**config.mk**
```make
export PLATFORM = sky130hd
export DESIGN_NAME = wb_port_scheduler_flat
export DESIGN_NICKNAME = d
export VERILOG_FILES = /design/src/rtl/wb_port_scheduler_pkg.sv /design/src/rtl/wb_port_scheduler_if.sv /design/src/rtl/wb_bundle_fifo.sv /design/src/rtl/wb_port_scheduler.sv /design/src/flat_wrapper.sv
export SDC_FILE = /design/constraint.sdc
export NUM_CORES = 1
export LEC_CHECK = 0
export ABC_CLOCK_PERIOD_IN_PS = 5610
export BUFFER_PORTS_ARGS = -buffer_cell sky130_fd_sc_hd__buf_2
export CAP_MARGIN = 10
export CORE_MARGIN = 8
export CORE_UTILIZATION = 50
export DETAILED_ROUTE_END_ITERATION = 10
export PLACE_DENSITY = 0.69
export SLEW_MARGIN = 20
export SYNTH_ARGS = -nofsm -noshare
export SYNTH_HDL_FRONTEND = slang
export SYNTH_HIERARCHICAL = 1
export SYNTH_SLANG_ARGS = --single-unit
```
**constraint.sdc**
```tcl
create_clock -name clk -period 5.61 [get_ports clk]
set_input_delay 0.8415 -clock clk [delete_from_list [all_inputs] [get_ports clk]]
set_output_delay 0.8415 -clock clk [all_outputs]
set_load 0.01 [all_outputs]
```
**src/rtl/wb_port_scheduler_pkg.sv**
```systemverilog
// wb_pkg: shared constants, bundle type and head-state encoding for the write-back scheduler
package wb_pkg;
  localparam logic [3:0] RNONE = 4'hF;
  localparam logic [3:0] RSP = 4'h4;
  localparam int NREG = 15;
  localparam int WIDTH = 64;
  typedef struct packed {
    logic [3:0] dstE;
    logic [WIDTH-1:0] valE;
    logic [3:0] dstM;
    logic [WIDTH-1:0] valM;
    logic e_pend;
    logic m_pend;
  } bundle_t;
  typedef enum logic [1:0] {HEAD_EMPTY, HEAD_E, HEAD_M} head_t;
endpackage

```
**src/rtl/wb_port_scheduler_if.sv**
```systemverilog
// wb_port_scheduler_if: write-back bundle input, register-file write port and status outputs
interface wb_port_scheduler_if #(parameter int W = 64, parameter int NREG = 15);
  logic wb_valid;
  logic wb_ready;
  logic [3:0] wb_dstE;
  logic [W-1:0] wb_valE;
  logic [3:0] wb_dstM;
  logic [W-1:0] wb_valM;
  logic rf_we;
  logic [3:0] rf_waddr;
  logic [W-1:0] rf_wdata;
  logic [NREG-1:0] pending;
  logic idle;
  modport master(output wb_valid, wb_dstE, wb_valE, wb_dstM, wb_valM,
                 input wb_ready, rf_we, rf_waddr, rf_wdata, pending, idle);
  modport slave(input wb_valid, wb_dstE, wb_valE, wb_dstM, wb_valM,
                output wb_ready, rf_we, rf_waddr, rf_wdata, pending, idle);
endinterface

```
**src/rtl/wb_bundle_fifo.sv**
```systemverilog
// wb_bundle_fifo: DEPTH-entry bundle FIFO with head E-flag clear and per-entry visibility
module wb_bundle_fifo import wb_pkg::*; #(parameter int DEPTH = 4) (
  input logic clk,
  input logic rst,
  input logic push,
  input logic pop,
  input logic clr_e,
  input bundle_t din,
  output bundle_t head,
  output logic full,
  output logic empty,
  output bundle_t mem [DEPTH],
  output logic [DEPTH-1:0] valid
);
  localparam int AW = $clog2(DEPTH);
  logic [AW-1:0] wptr, rptr;
  logic [AW:0] count;
  // pointers wrap naturally at DEPTH; occupancy tracked separately to tell full from empty
  always_ff @(posedge clk or posedge rst)
    if (rst) begin
      wptr <= '0;
      rptr <= '0;
      count <= '0;
    end else begin
      if (push) wptr <= wptr + AW'(1);
      if (pop) rptr <= rptr + AW'(1);
      count <= count + (AW+1)'(push) - (AW+1)'(pop);
    end
  // storage needs no reset: entries outside the valid window are masked
  always_ff @(posedge clk) begin
    if (push) mem[wptr] <= din;
    if (clr_e) mem[rptr].e_pend <= 1'b0;
  end
  // an entry is live when its distance from the read pointer is below occupancy
  always_comb
    for (int i = 0; i < DEPTH; i++) valid[i] = {1'b0, AW'(AW'(i) - rptr)} < count;
  assign head = mem[rptr];
  assign full = count == (AW+1)'(DEPTH);
  assign empty = count == '0;
endmodule

```
**src/rtl/wb_port_scheduler.sv**
```systemverilog
// wb_port_scheduler: serialises dual-write bundles onto one register-file write port
module wb_port_scheduler import wb_pkg::*; #(
  parameter int DEPTH = 4,
  parameter int W = 64,
  parameter int NREG = 15
) (
  input logic clk,
  input logic rst,
  wb_port_scheduler_if.slave bus
);
  bundle_t din, head;
  bundle_t mem [DEPTH];
  logic [DEPTH-1:0] valid;
  logic full, empty, push, pop, clr_e;
  logic [NREG-1:0] pend;
  head_t state;
  // normalise the incoming bundle; when both targets match, the M write wins
  always_comb begin
    din.dstE = bus.wb_dstE;
    din.valE = bus.wb_valE;
    din.dstM = bus.wb_dstM;
    din.valM = bus.wb_valM;
    din.e_pend = bus.wb_dstE != RNONE && bus.wb_dstE != bus.wb_dstM;
    din.m_pend = bus.wb_dstM != RNONE;
  end
  assign push = bus.wb_valid && !full && (din.e_pend || din.m_pend);
  // head phase comes straight from the head entry flags: E is drained before M
  assign state = empty ? HEAD_EMPTY : head.e_pend ? HEAD_E : HEAD_M;
  assign pop = state == HEAD_M || (state == HEAD_E && !head.m_pend);
  assign clr_e = state == HEAD_E && head.m_pend;
  wb_bundle_fifo #(.DEPTH(DEPTH)) fifo (
    .clk(clk), .rst(rst), .push(push), .pop(pop), .clr_e(clr_e), .din(din),
    .head(head), .full(full), .empty(empty), .mem(mem), .valid(valid)
  );
  // OR together every still-outstanding destination across live entries
  always_comb begin
    pend = '0;
    for (int i = 0; i < DEPTH; i++) begin
      if (valid[i] && mem[i].e_pend) pend[mem[i].dstE] = 1'b1;
      if (valid[i] && mem[i].m_pend) pend[mem[i].dstM] = 1'b1;
    end
  end
  assign bus.wb_ready = !full;
  assign bus.rf_we = state != HEAD_EMPTY;
  assign bus.rf_waddr = state == HEAD_E ? head.dstE : state == HEAD_M ? head.dstM : RNONE;
  assign bus.rf_wdata = state == HEAD_E ? head.valE : state == HEAD_M ? head.valM : {W{1'b0}};
  assign bus.pending = pend;
  assign bus.idle = empty;
endmodule

```
**src/flat_wrapper.sv**
```systemverilog
// flat-port wrapper written by rule: the top's interface ports become plain ports
module wb_port_scheduler_flat import wb_pkg::*;
#(
  parameter int DEPTH = 4,
  parameter int W = 64,
  parameter int NREG = 15
)
  (clk, rst, bus_wb_valid, bus_wb_dstE, bus_wb_valE, bus_wb_dstM, bus_wb_valM, bus_wb_ready, bus_rf_we, bus_rf_waddr, bus_rf_wdata, bus_pending, bus_idle);
  wb_port_scheduler_if #(.W(W), .NREG(NREG)) bus_i ();
  input logic clk;
  input logic rst;
  input wire logic [$bits(bus_i.wb_valid)-1:0] bus_wb_valid;
  input wire logic [$bits(bus_i.wb_dstE)-1:0] bus_wb_dstE;
  input wire logic [$bits(bus_i.wb_valE)-1:0] bus_wb_valE;
  input wire logic [$bits(bus_i.wb_dstM)-1:0] bus_wb_dstM;
  input wire logic [$bits(bus_i.wb_valM)-1:0] bus_wb_valM;
  output wire logic [$bits(bus_i.wb_ready)-1:0] bus_wb_ready;
  output wire logic [$bits(bus_i.rf_we)-1:0] bus_rf_we;
  output wire logic [$bits(bus_i.rf_waddr)-1:0] bus_rf_waddr;
  output wire logic [$bits(bus_i.rf_wdata)-1:0] bus_rf_wdata;
  output wire logic [$bits(bus_i.pending)-1:0] bus_pending;
  output wire logic [$bits(bus_i.idle)-1:0] bus_idle;
  assign bus_i.wb_valid = bus_wb_valid;
  assign bus_i.wb_dstE = bus_wb_dstE;
  assign bus_i.wb_valE = bus_wb_valE;
  assign bus_i.wb_dstM = bus_wb_dstM;
  assign bus_i.wb_valM = bus_wb_valM;
  assign bus_wb_ready = bus_i.wb_ready;
  assign bus_rf_we = bus_i.rf_we;
  assign bus_rf_waddr = bus_i.rf_waddr;
  assign bus_rf_wdata = bus_i.rf_wdata;
  assign bus_pending = bus_i.pending;
  assign bus_idle = bus_i.idle;
  wb_port_scheduler #(.DEPTH(DEPTH), .W(W), .NREG(NREG)) u_core (.clk(clk), .rst(rst), .bus(bus_i));
endmodule
```
# Yosys cells after proc, flatten, opt, wreduce, memory -nomap -nowiden
# Cells that the tools add are included.
[word_totals]
input_bits = 139
ff_bits = 559
elab_cells = 144
out_inout_bits = 86
[classes]
order_cmp = 24
bitwise_logic = 9
n_eq_ne = 6
n_reduce_logical = 29
muxes = 41
n_addsub = 8
[op_table]
columns = ["cell", "count"]
rows = [
  ["$bwmux 552", 2],
  ["$mux 552", 2],
  ["$demux 138 s2", 2],
  ["$mux 138", 3],
  ["$bmux 138 s2", 1],
  ["$mux 64", 2],
  ["$mux 15", 8],
  ["$or 15x15->15", 7],
  ["$lt 4x5->1 const B", 8],
  ["$demux 1 s4", 8],
  ["$ge 4x1->1 const B", 8],
  ["$logic_and 1x1->1", 23],
  ["$lt 2x3->1", 4],
  ["$mux 1", 8],
  ["$mux 4", 2],
  ["$ne 4x4->1 const B", 2],
  ["$ge 3x3->1 const B", 2],
  ["$lt 3x1->1 const B", 2],
  ["$mux 2", 3],
  ["$not 2->3", 2],
  ["$add 2x1->2 const B", 2],
  ["$ne 4x4->1", 1],
  ["$sub 1x2->2 const A", 2],
  ["$sub 2x2->2 const A", 2],
  ["9 further kinds", 11],
]

# Depth between registers and ports, before layout
[logic_depth]
ltp_word = 19
mapped_depth = 13
ltp_nobuf = 10

# Cells and area by module
# The synthesis kept the hierarchy.
[modules_own_cells]
columns = ["module", "seq_area_each_um2", "area_per_inst_um2", "instances", "cells_per_inst"]
rows = [
  ["wb_bundle_fifo", 16711.0, 20479.6, 1, 787],
  ["wb_port_scheduler", 0.0, 2237.1, 1, 347],
]

# Worst setup path before layout
# OpenSTA, ideal clock, no wires.
[synth_timing]
path_type = "in2reg"
from = "input port bus_wb_dstE[1]"
to = "register u_core/fifo/mem[415] (netlist name)"
stages = 6
setup_time_ns = 0.349
setup_slack_ns = 0.353
required_ns = 5.261
arrival_ns = 4.908
path_buffers = 0
path_cell_list = "xor2_1 -> nor4_1 -> a41oi_1 -> o211a_1 -> and2_1 -> a221oi_1"
[synth_rtl]
columns = ["element", "line", "rtl"]
rows = [
  ["start: declaration", "flat_wrapper.sv:13", "input wire logic [$bits(bus_i.wb_dstE)-1:0] bus_wb_dstE;"],
]

# Worst setup path in the final report
[layout_timing]
from = "register u_core.fifo.rptr[0]"
to = "output port bus_pending[1]"
[layout_between]
word_cells_on_any_way = 31
cone_classes = "add/sub: 4; order compare: 4; mux: 8; bitwise: 7; reduce/logical: 8"
[layout_rtl]
columns = ["element", "line", "rtl"]
rows = [
  ["start: declaration", "wb_bundle_fifo.sv:16", "logic [AW-1:0] wptr, rptr;"],
  ["start signal: assignment", "wb_bundle_fifo.sv:26", "if (pop) rptr <= rptr + AW'(1);"],
  ["$sub 2x2->2 *", "wb_bundle_fifo.sv:36", "for (int i = 0; i < DEPTH; i++) valid[i] = {1'b0, AW'(AW'(i) - rptr)} < count;"],
  ["$lt 2x3->1 *", "wb_bundle_fifo.sv:36", ""],
  ["named net u_core.valid[2]", "wb_port_scheduler.sv:13", "logic [DEPTH-1:0] valid;"],
  ["$logic_and 1x1->1", "wb_port_scheduler.sv:39", "if (valid[i] && mem[i].e_pend) pend[mem[i].dstE] = 1'b1;"],
  ["$mux 15", "wb_port_scheduler.sv:39", ""],
  ["$or 15x15->15 (no line)", "n/a", ""],
  ["$mux 15 *", "wb_port_scheduler.sv:40", "if (valid[i] && mem[i].m_pend) pend[mem[i].dstM] = 1'b1;"],
  ["$or 15x15->15 (no line)", "n/a", ""],
  ["$mux 15 *", "wb_port_scheduler.sv:39", ""],
  ["$or 15x15->15 (no line)", "n/a", ""],
  ["$mux 15 *", "wb_port_scheduler.sv:40", ""],
  ["end: declaration", "flat_wrapper.sv:21", "output wire logic [$bits(bus_i.pending)-1:0] bus_pending;"],
]
# Mark *: on every way through the listed nets, which the timed path passes. The rest lies on a longest branch.

==> flow_summary.json <==
{
  "hold_viol": 0,
  "vias": 11800,
  "grt_pass1_vias": 12400,
  "io_pins": 225,
  "setup_tns_ps": 0,
  "cts_max_level": 2,
  "drive_gt1_share_pct": 32.9,
  "post_cts_buffers": 0,
  "fmax_mhz": 216,
  "arrival_ps": 3800,
  "status": "complete, no violations",
  "cts_resized": 0,
  "cts_root_buf": "clkbuf_16",
  "ys_types": 54,
  "dp_cells": 1919,
  "period_minus_slack_ps": 4640,
  "seq_area_frac_synth_pct": 73.6,
  "clk_latency_ps": 580,
  "grt_first_pass_wirelength_um": 77000,
  "layout.cells.non_filler": 2024,
  "drc": 0,
  "core_area_um2": 45100,
  "dp_hpwl_um": 31900,
  "clock_path_buffers": 3,
  "r2r_cells": 9,
  "clock_sinks": 559,
  "finalWorstSetupSlack_ps": 971,
  "start_util_pct": 50.4,
  "syn_area_um2": 22700,
  "critPathLaunch": "u_core/fifo/rptr[0]",
  "tightest_slew_ps": 1080,
  "timing.slew.headroom_pct": 28.1,
  "cp_cell_sequence": "inv_1 > ha_1 > inv_1 > ha_1 > a21oi_1 > or2_2 > nand4b_1 > o32ai_1 > a2111oi_0 > nand2_1 > buf_2",
  "ant_nets": 0,
  "dr.pass1.iters": 5,
  "fill_cells": 3383,
  "rows": 78,
  "syn_inst": 1134,
  "synth-edff-count": 548,
  "synth_area_per_cell_um2": 20.0,
  "finalCritPeriodShare_pct": 82.7,
  "rsz0062_at_grt": "false",
  "grt_max_degree": 80,
  "async_reset_ff_share_pct": 1.25,
  "area_growth_pct": 14.9,
  "cts_buffers": 54,
  "hold_buffers": 0,
  "p_leak_nw": 9.01,
  "finalClockSkew_ps": 13.7,
  "drt_iter0_drc": 895,
  "cpMaxStageDelayCell": "dfrtp_4",
  "startpoint_type": "register",
  "regToRegSetupSlack_ps": 1910,
  "worstPathMaxFanout": 34,
  "reg2reg_to": "u_core/fifo/count[2]",
  "fp.dieArea_um2": 52500,
  "grt_antenna_before_repair": 14,
  "grt-ovfl-total": 0,
  "dp_slack_ps": 1560,
  "yosys.area.top_type": "edfxtp_1",
  "chipHeight_um": 229,
  "timing.critical_path.to": "bus_pending[1]",
  "wl_um": 50700,
  "grt_usage_pct": 19.1,
  "crit_required_ps": 4770,
  "wl_per_cell_um": 25.1,
  "cts_tree": "built",
  "final-setup-viol-count": 0,
  "final_cell_mix": "548 x edfxtp_1, 224 x buf_2, 137 x mux4_2, 87 x nor2_1, 68 x mux2i_1",
  "synth_nets": 1288,
  "final_common_cell": "edfxtp_1",
  "slew_viol_final": 0,
  "post-synth-top-area-fraction_pct": 72.4,
  "end_kind": "output port",
  "numPortBuffers": 224,
  "cp_slowest_stage_delay_ps": 820,
  "ir_drop_mv": 0.450,
  "powerDensity_nw_per_um2": 563,
  "synthFlopType": "edfxtp_1",
  "hp-class": "input port to async pin",
  "synth_area_leaders": "edfxtp_1 72%, mux4_2 14%, mux2i_1 3.0%, nor2_1 1.4%, dfrtp_1 0.77%",
  "crit_type": "register to output port",
  "globalplace.congestion": 0.914,
  "routed_via_density": 5.81,
  "r2r-start": "u_core/fifo/rptr[0]",
  "cts.reportedPaths.clkPinSlew_ps": 60,
  "hold_slack_ps": 226,
  "synth_seq_cells": 559,
  "final_nets": 1529,
  "yosys_warnings": 6,
  "fp.dieW_um": 229,
  "drv_cap": 0
}
synthesized netlist by cell type (7+ instances only):
cell type,instances
nand3_1,7
mux2i_1,68
buf_2,26
inv_1,21
nand2_1,22
a21oi_1,10
dfrtp_1,7
o22ai_1,23
nor2_1,87
nand4_1,12
mux4_2,138
ha_1,14
buf_6,10
buf_4,10
nand4b_1,12
edfxtp_1,548
nor3_1,19
worst max-delay path, delay by kind of cell (launching register included):
family                   cells  cell delay [ps]
AO/OA/AOI/OAI                3              710
adder cells (fa/ha/maj)      2              640
buffers and inverters        3              370
AND/OR/NAND/NOR              3              660
flip-flops                   1              820
cells by family after synthesis:
| kind of cell | synth area share, % |
|---|---|
| AO/OA/AOI/OAI | 2.24 |
| flip-flops | 73.6 |
| AND/OR/NAND/NOR | 4.44 |
| XOR/XNOR | 0.308 |
| buffers and inverters | 1.91 |
| multiplexers | 16.7 |
| adder cells (fa/ha/maj) | 0.859 |
final cells by class:
cell class | instances | area [µm²] | share of cell area [%]
inverter | 22 | 82.6 | 0.316
timing repair buffer | 240 | 1300 | 4.99
multi-input combinational | 498 | 5590 | 21.4
sequential | 559 | 16700 | 64.0
antenna | 6 | 15.0 | 0.0575
clock buffer | 64 | 1410 | 5.40
tap | 600 | 751 | 2.88
clock inverter | 35 | 240 | 0.920
worst min-delay path by stage:
stage                   startpoint                   to  slack (ps)
6_report                       rst  u_core/fifo/wptr[1]         230
5_1_grt                        rst  u_core/fifo/wptr[1]         210
4_1_cts                        rst  u_core/fifo/wptr[1]         190
3_5_place_dp   u_core/fifo/wptr[0]  u_core/fifo/wptr[0]         530
3_3_place_gp   u_core/fifo/wptr[0]  u_core/fifo/wptr[0]         520
2_1_floorplan  u_core/fifo/wptr[0]  u_core/fifo/wptr[0]         490
through the flow:
step           power (mW)  area (µm²)  utilization [%]
2_1_floorplan        9.69       22700                -
3_3_place_gp         11.5       24400             54.2
3_5_place_dp         11.5       24400             54.2
4_1_cts              14.9       26100             57.9
5_1_grt              15.5       26100             57.9
6_report             14.7       26100             57.9
per-layer routing:
metal,GRT usage (%),share of wire (%)
met1,25.5,42
met2,30.3,48
met3,5.57,7.0
met4,6.10,2.7
met5,0,0.19
power breakdown:
| part | internal (mW) | leakage [nW] | total [mW] | switching (mW) |
|---|---|---|---|---|
| Sequential | 5.51 | 5.13 | 5.86 | 0.344 |
| Combinational | 2.35 | 3.09 | 5.46 | 3.12 |
| Clock | 1.92 | 0.799 | 3.37 | 1.45 |
| Total | 9.78 | 9.01 | 14.7 | 4.91 |
Note: power is estimated with default switching activity, not from simulation.
